`config.mk`:
```
export PLATFORM = sky130hd
export DESIGN_NAME = ad9648_spi_master
export DESIGN_NICKNAME = d
export VERILOG_FILES = /design/src/rtl/ad9648_spi_master.sv
export SDC_FILE = /design/constraint.sdc
export NUM_CORES = 1
export LEC_CHECK = 0
export CAP_MARGIN = 10
export CELL_PAD_IN_SITES_DETAIL_PLACEMENT = 1
export CELL_PAD_IN_SITES_GLOBAL_PLACEMENT = 2
export CORE_UTILIZATION = 33
export CTS_CLUSTER_DIAMETER = 100
export DETAILED_ROUTE_END_ITERATION = 8
export GPL_ROUTABILITY_DRIVEN = 0
export PLACE_DENSITY_LB_ADDON = 0.1
export SETUP_SLACK_MARGIN = 0.4
export SKIP_LAST_GASP = 1
export SLEW_MARGIN = 20
export SYNTH_ARGS = -nofsm -noshare
export SYNTH_HDL_FRONTEND = slang
export SYNTH_SLANG_ARGS = --single-unit
```
`constraint.sdc`:
```
create_clock -name clk_i -period 4.3 [get_ports clk_i]
set_input_delay 0.86 -clock clk_i [delete_from_list [all_inputs] [get_ports clk_i]]
set_output_delay 0.86 -clock clk_i [all_outputs]
set_load 0.01 [all_outputs]
```
`src/rtl/ad9648_spi_master.sv`:
```
// AD9648 3-wire SPI initiator with optional readback (AD9648_SPI_READBACK_EN).
// Done arrives 1+CsSetup+48*ClkDiv+CsHold cycles after accept; starts while busy are dropped.
module ad9648_spi_master #(
   parameter int TxRegWidth = 24,
   parameter int RxRegWidth = 8,
   parameter int ClkDiv     = 4,
   parameter int CsSetup    = 2,
   parameter int CsHold     = 2
) (
   input  logic                  clk_i,
   input  logic                  rst_clk_n_i,
   input  logic [TxRegWidth-1:0] tx_reg_i,
   input  logic                  transfer_start_i,
   output logic [RxRegWidth-1:0] rx_reg_o,
   output logic                  transfer_done_o,
   output logic                  busy_o,
   output logic                  spi_csb_o,
   output logic                  spi_sclk_o,
   output logic                  spi_sdio_o,
   output logic                  spi_sdio_t_o,
   input  logic                  spi_sdio_i
);

`ifdef AD9648_SPI_READBACK_EN
   localparam bit ReadEn = 1'b1;
`else
   localparam bit ReadEn = 1'b0;
`endif

   localparam int CntMax = (ClkDiv > CsSetup) ? ((ClkDiv > CsHold) ? ClkDiv : CsHold)
                                              : ((CsSetup > CsHold) ? CsSetup : CsHold);
   localparam int CntW   = (CntMax > 1) ? $clog2(CntMax) : 1;
   localparam int BitW   = $clog2(TxRegWidth);

   localparam logic [CntW-1:0] DivLast   = CntW'(ClkDiv - 1);
   localparam logic [CntW-1:0] SetupLast = CntW'(CsSetup - 1);
   localparam logic [CntW-1:0] HoldLast  = CntW'(CsHold - 1);
   localparam logic [BitW-1:0] LastBit   = BitW'(TxRegWidth - 1);
   localparam logic [BitW-1:0] TurnBit   = BitW'(TxRegWidth - RxRegWidth);
   localparam logic [BitW-1:0] TurnPrev  = BitW'(TxRegWidth - RxRegWidth - 1);

   typedef enum logic [1:0] {IDLE, SETUP, SHIFT, HOLD} state_t;

   state_t                  state;
   logic [CntW-1:0]         cnt;
   logic [BitW-1:0]         bit_cnt;
   logic [TxRegWidth-2:0]   shreg;     // bits still to send after the one on the pin
   logic [RxRegWidth-1:0]   rx_shift;
   logic                    rd;

   always_ff @(posedge clk_i) begin
      if (!rst_clk_n_i) begin
         state           <= IDLE;
         cnt             <= '0;
         bit_cnt         <= '0;
         shreg           <= '0;
         rx_shift        <= '0;
         rd              <= 1'b0;
         rx_reg_o        <= '0;
         transfer_done_o <= 1'b0;
         busy_o          <= 1'b0;
         spi_csb_o       <= 1'b1;
         spi_sclk_o      <= 1'b0;
         spi_sdio_o      <= 1'b0;
         spi_sdio_t_o    <= 1'b1;
      end else begin
         transfer_done_o <= 1'b0;
         case (state)
            IDLE: begin
               // busy still high here means this is the done cycle: hold off one more cycle
               if (busy_o) begin
                  busy_o <= 1'b0;
               end else if (transfer_start_i) begin
                  shreg        <= tx_reg_i[TxRegWidth-2:0];
                  rd           <= ReadEn && tx_reg_i[TxRegWidth-1];
                  rx_shift     <= '0;
                  cnt          <= '0;
                  busy_o       <= 1'b1;
                  spi_csb_o    <= 1'b0;
                  spi_sdio_o   <= tx_reg_i[TxRegWidth-1];
                  spi_sdio_t_o <= 1'b0;
                  state        <= SETUP;
               end
            end
            SETUP: begin
               if (cnt == SetupLast) begin
                  cnt     <= '0;
                  bit_cnt <= '0;
                  state   <= SHIFT;
               end else begin
                  cnt <= cnt + 1'b1;
               end
            end
            SHIFT: begin
               if (!spi_sclk_o) begin
                  if (cnt == DivLast) begin
                     cnt        <= '0;
                     spi_sclk_o <= 1'b1;
                  end else begin
                     cnt <= cnt + 1'b1;
                  end
               end else begin
                  if (cnt == '0 && rd && bit_cnt >= TurnBit)
                     rx_shift <= {rx_shift[RxRegWidth-2:0], spi_sdio_i};
                  if (cnt == DivLast) begin
                     cnt        <= '0;
                     spi_sclk_o <= 1'b0;
                     if (bit_cnt == LastBit) begin
                        state <= HOLD;
                     end else begin
                        bit_cnt    <= bit_cnt + 1'b1;
                        shreg      <= shreg << 1;
                        spi_sdio_o <= shreg[TxRegWidth-2];
                        if (rd && bit_cnt == TurnPrev)
                           spi_sdio_t_o <= 1'b1;
                     end
                  end else begin
                     cnt <= cnt + 1'b1;
                  end
               end
            end
            HOLD: begin
               if (cnt == HoldLast) begin
                  cnt             <= '0;
                  spi_csb_o       <= 1'b1;
                  spi_sdio_t_o    <= 1'b1;
                  transfer_done_o <= 1'b1;
                  if (rd)
                     rx_reg_o <= rx_shift;
                  state <= IDLE;
               end else begin
                  cnt <= cnt + 1'b1;
               end
            end
            default: state <= IDLE;
         endcase
      end
   end

endmodule

```
==> Yosys cells after proc, flatten, opt, wreduce, memory -nomap -nowiden <==
Cells that the tools add are included.
{ "op_classes": {"n_reduce_logical": 13, "n_eq_ne": 14, "n_addsub": 2, "n_mux": 40, "bitwise": 1} }
{ "ops": {"columns": ["op", "n"], "rows": [
  ["two-way mux 23 bit", 5],
  ["case mux 23 bit (2 select lines)", 1],
  ["two-way mux 2 bit", 11],
  ["two-way mux 5 bit", 4],
  ["inequality test 2 bit (second input constant)", 8],
  ["two-way mux 1 bit", 14],
  ["case mux 5 bit (2 select lines)", 1],
  ["case mux 2 bit (4 select lines)", 1],
  ["AND reduction 8 bit", 1],
  ["AND reduction 7 bit", 1],
  ["== test 2 bit (second input constant)", 3],
  ["case mux 2 bit (3 select lines)", 1],
  ["AND reduction 6 bit", 1],
  ["nonzero test 2 bit", 3],
  ["adder 5 x 1 -> 5 bit (second input constant)", 1],
  ["== test 5 bit (second input constant)", 1],
  ["AND reduction 5 bit", 1],
  ["== test 2 x 1 -> 1 bit (second input constant)", 2],
  ["case mux 1 bit (2 select lines)", 2],
  ["AND reduction 2 bit", 2],
  ["AND reduction 4 bit", 1],
  ["nonzero test 3 bit", 1],
  ["adder 2 x 1 -> 2 bit (second input constant)", 1],
  ["logical NOT 2 bit", 1],
  ["2 further kinds", 2]
]} }
{ "totals": {"ff_bits": 38, "input_bits": 28} }

==> Logic depth before layout (Yosys ltp) <==
{ "depth": {"word_depth": 5, "mapped_depth": 8, "mapped_depth_nobuf": 6} }

==> Least setup slack after synthesis <==
OpenSTA, ideal clock, no wires.
{ "synth_path": {"kind": "input to register", "start": "input transfer_start_i", "end": "register shreg[12]", "t_arrival_ps": 1588, "t_required_ps": 4181, "cell_stages": 5, "path_slack_ps": 2593, "cell_sequence": "nand2b_1 > and2_1 > nor2_2 > buf_6 > o221a_2"} }
{ "synth_via": {"elab_chain_cells": 2} }
{ "synth_lines": {"columns": ["element", "line_no", "text"], "rows": [
  ["start: declaration", "13", "input logic transfer_start_i,"],
  ["inequality test 2 bit (no source line)", null, null],
  ["AND reduction 6 bit (no source line)", null, null],
  ["end signal: assignment", "74", "shreg <= tx_reg_i[TxRegWidth-2:0];"],
  ["end signal: assignment", "112", "shreg <= shreg << 1;"],
  ["end: declaration", "47", "logic [TxRegWidth-2:0] shreg;"]
]} }
No other way between the ends.
A chain may end at the register's enable or synchronous reset.

==> Worst setup path after layout <==
{ "layout_path": {"start": "register state[0]", "end": "register shreg[9]"} }
{ "layout_via": {"elab_chain_cells": 3} }
{ "layout_lines": {"columns": ["element", "line_no", "text"], "rows": [
  ["start: declaration", "44", "state_t state;"],
  ["start signal: assignment", "53", "state <= IDLE;"],
  ["start signal: assignment", "82", "state <= SETUP;"],
  ["start signal: assignment", "89", "state <= SHIFT;"],
  ["== test 2 bit or logical NOT 2 bit (tied branches)", "68", "case (state)"],
  ["inequality test 2 bit (no source line) or nonzero test 2 bit (tied branches)", null, null],
  ["AND reduction 6 bit (no source line)", null, null]
]} }
Parallel ways exist; a longest one is shown, timed or not.

==> summary.md <==
| Metric | Value |
|---|---|
| FP Rows | `28` |
| Largest cells by area after synthesis | `dfxtp_1 37%, mux2i_1 12%, o221a_2 8.7%, nand2_1 7.1%, ha_1 5.5%` |
| HP Class | `register to register` |
| Status | `finished clean` |
| Clock Latency Late Sink | `0.30 ns` |
| Required @ worst endpoint | `4.54 ns` |
| Core Area | `0.00599 sq mm` |
| Ys Warns | `0` |
| Leakage power | `0.974 nW` |
| Initial antenna violation count | `0` |
| DP HPWL | `3270 um` |
| Final TNS setup | `0 ns` |
| Clock sink count | `38` |
| CP max stage delay | `0.54 ns` |
| Hold slack | `0.483 ns` |
| Die Span Y | `81.1 um` |
| Slowest-stage cell, CP | `ha_2` |
| I/O Buffers | `32` |
| Critical Path Stages | `7` |
| DR vias/cell | `5.17` |
| Starting Density | `34.5%` |
| Die span in x | `81.1 um` |
| Max-cap violations | `0` |
| Commonest non-fill, non-tap cells in the layout | `39 x nand2_1, 38 x dfxtp_1, 32 x clkdlybuf4s50_1` |
| Mapped Area | `0.00206 sq mm` |
| Clock power frac | `22.6%` |
| Commonest non-fill, non-tap cell in the layout | `nand2_1` |
| CP most frequent cell | `buf_4` |
| Psw | `0.651 mW` |
| Number of remaining DRC errors | `0` |
| CP top delay family | `buffers and inverters` |
| Worst setup path end | `shreg[9]` |
| Post-Syn Instances | `219` |
| Worst Path Buf+Inv | `3` |
| Vias | `1669` |
| DRT Pass-1 Iters | `4` |
| Combinational power share | `47.2%` |
| Drt total wl | `4860 um` |
| Area Overhead vs Synth | `23.0%` |
| Sw Ratio | `38.1%` |
| Flop pwr share | `30.3%` |
| Post-CTS resize count | `0` |
| Setup slack, reg-to-reg | `1.63 ns` |
| DR iter-0 viols | `64` |
| Clock Path Buffers | `2` |
| Setup violators final | `0` |
| Worst-path cell chain | `inv_1 > ha_2 > buf_4 > a41oi_4 > nor2_2 > buf_4 > o221a_1` |
| Remaining antenna violation count | `0` |
| First-pass GRT wire length | `7900 um` |
| Prevailing post-synth register cell | `dfxtp_1` |
| Final Skew | `0.00384 ns` |
| Ant diodes | `0` |
| Fillers | `681` |
| Overall Global Routing Usage | `16.0%` |
| Postcts setup bufs | `0` |
| Cts bufs inserted | `5` |
| Critical path startpoint | `state[0]` |
| Final net count | `284` |
| Vias in the first global route | `1511` |
| Largest net degree at the start of global routing | `26` |
| Fin crit share | `62.0%` |
| # IOs | `42` |
| TritonCTS clock tree | `yes` |
| Post-synth top area share | `36.8%` |
| Crit end category | `register` |
| Achievable Freq | `0.375 GHz` |
| Internal Pwr Total | `1.06 mW` |
| RR Endpoint | `shreg[9]` |
| Hold buffers post-CTS | `0` |
| P per Cell Area | `672 mW/mm^2` |
| VDD IR max | `0.000297 V` |
| Setup crit start kind | `register` |
| Relative slew slack | `45.2%` |
| Sequential area share after synthesis | `36.8%` |
| Avg WL per Cell | `15.1 um` |
| Critical path arrival | `2.91 ns` |
| Seq cells post-synth | `38` |
| H-Tree Depth | `2` |
| Share of cells above drive strength 1 | `14.9%` |
| CP Class | `register to register` |
| Tmin final | `2.67 ns` |
| Yosys top cell by area | `dfxtp_1` |
| CTS Root Cell | `clkbuf_8` |
| R2r startpoint | `state[0]` |
| Slew @ Worst Pin | `0.819 ns` |
| Total gr overflow | `0` |
| RSZ-0062 raised after global routing | `false` |
| Die area | `0.00658 sq mm` |
| Worst reg-to-reg path cell count | `7` |
| FFs w/ async S/R, synth | `0%` |
| Clock transition at path regs | `0.08 ns` |
| Count of different cell masters after synthesis | `39` |
| EDFF count, synth | `0` |
| Syn_area_per_cell | `9.43 sq um` |
| Max FO, Critical Path | `25` |
| Fin. max-slew vios | `0` |
| Final hold vios | `0` |
[cells by family after synthesis]
| family | after synthesis | synth area share (%) |
|---|---|---|
| AO/OA/AOI/OAI | 49 | 21.4 |
| XOR/XNOR | 1 | 0.424 |
| adder cells (fa/ha/maj) | 9 | 5.45 |
| buffers and inverters | 29 | 8.06 |
| flip-flops | 38 | 36.8 |
| multiplexers | 25 | 12.2 |
| other | 1 | 0.182 |
| AND/OR/NAND/NOR | 67 | 15.5 |
[cell usage after synthesis (2+ instances only)]
cell type	count
nand3_1	4
nand2_1	39
ha_1	9
dfxtp_1	38
o21ai_0	6
buf_4	8
nor2_1	7
nand3b_1	2
clkbuf_1	7
o221a_1	9
mux2i_1	24
buf_2	4
inv_1	6
nand2b_1	3
o221a_2	16
nor2b_1	2
buf_6	3
a21oi_1	11
[worst reg2reg max path, stage by stage (launching register included)]
cell and delay [ns]:
dfxtp_1 0.33, inv_1 0.14, ha_2 0.54, buf_4 0.43
a41oi_4 0.45, nor2_2 0.19, buf_4 0.29, o221a_1 0.24
[sequential cells by signal, indices dropped and copies added, names as in the netlist]
signal / flops
state: 2
spi_sclk_o: 1
shreg: 23
spi_sdio_o: 1
spi_csb_o: 1
cnt: 2
bit_cnt: 5
busy_o: 1
transfer_done_o: 1
spi_sdio_t_o: 1
[through the flow]
step	power (mW)	setup slack (ns)	cell area [sq um]	util, %	cells
2_1_floorplan	1.16	2.59	2090	-	226
4_1_cts	1.73	1.60	2540	42.4	323
6_report	1.71	1.63	2540	42.4	323
3_3_place_gp	1.34	1.60	2400	40.0	315
5_1_grt	1.83	1.41	2540	42.4	323
3_5_place_dp	1.34	1.58	2400	40.0	315
[worst min-delay path by stage]
| stage | depth (start not counted) | endpoint | from |
|---|---|---|---|
| floorplan | 2 | bit_cnt[1] | bit_cnt[1] |
| global placement | 2 | shreg[0] | shreg[0] |
| detailed placement | 2 | bit_cnt[1] | bit_cnt[1] |
| CTS | 2 | bit_cnt[1] | bit_cnt[1] |
| global route | 2 | bit_cnt[1] | bit_cnt[1] |
| finish | 2 | bit_cnt[1] | bit_cnt[1] |
[power groups by stage]
stage | Combinational, mW | Sequential [mW] | Clock [mW]
3_5_place_dp | 0.817 | 0.525 | 0
2_1_floorplan | 0.649 | 0.514 | 0
4_1_cts | 0.819 | 0.517 | 0.395
5_1_grt | 0.895 | 0.530 | 0.404
6_report | 0.806 | 0.517 | 0.385
3_3_place_gp | 0.813 | 0.523 | 0
[routing by layer]
| layer | global-route usage [%] | share of wire (%) |
|---|---|---|
| met3 | 3.15 | 3.6 |
| met1 | 23.2 | 54 |
| met4 | 6.43 | 1.4 |
| met2 | 22.7 | 41 |
| met5 | 0 | 0 |
[final cells by class]
type / instances / area (sq um) / share of cell area, %
Multi-Input combinational cell: 159 / 1170 / 45.9
Clock buffer: 6 / 82.6 / 3.25
Inverter: 7 / 26.3 / 1.03
Sequential cell: 38 / 761 / 30.0
Clock inverter: 2 / 60.1 / 2.36
Timing Repair Buffer: 36 / 350 / 13.8
Tap cell: 75 / 93.8 / 3.69
(Power assumes the default switching activity.)
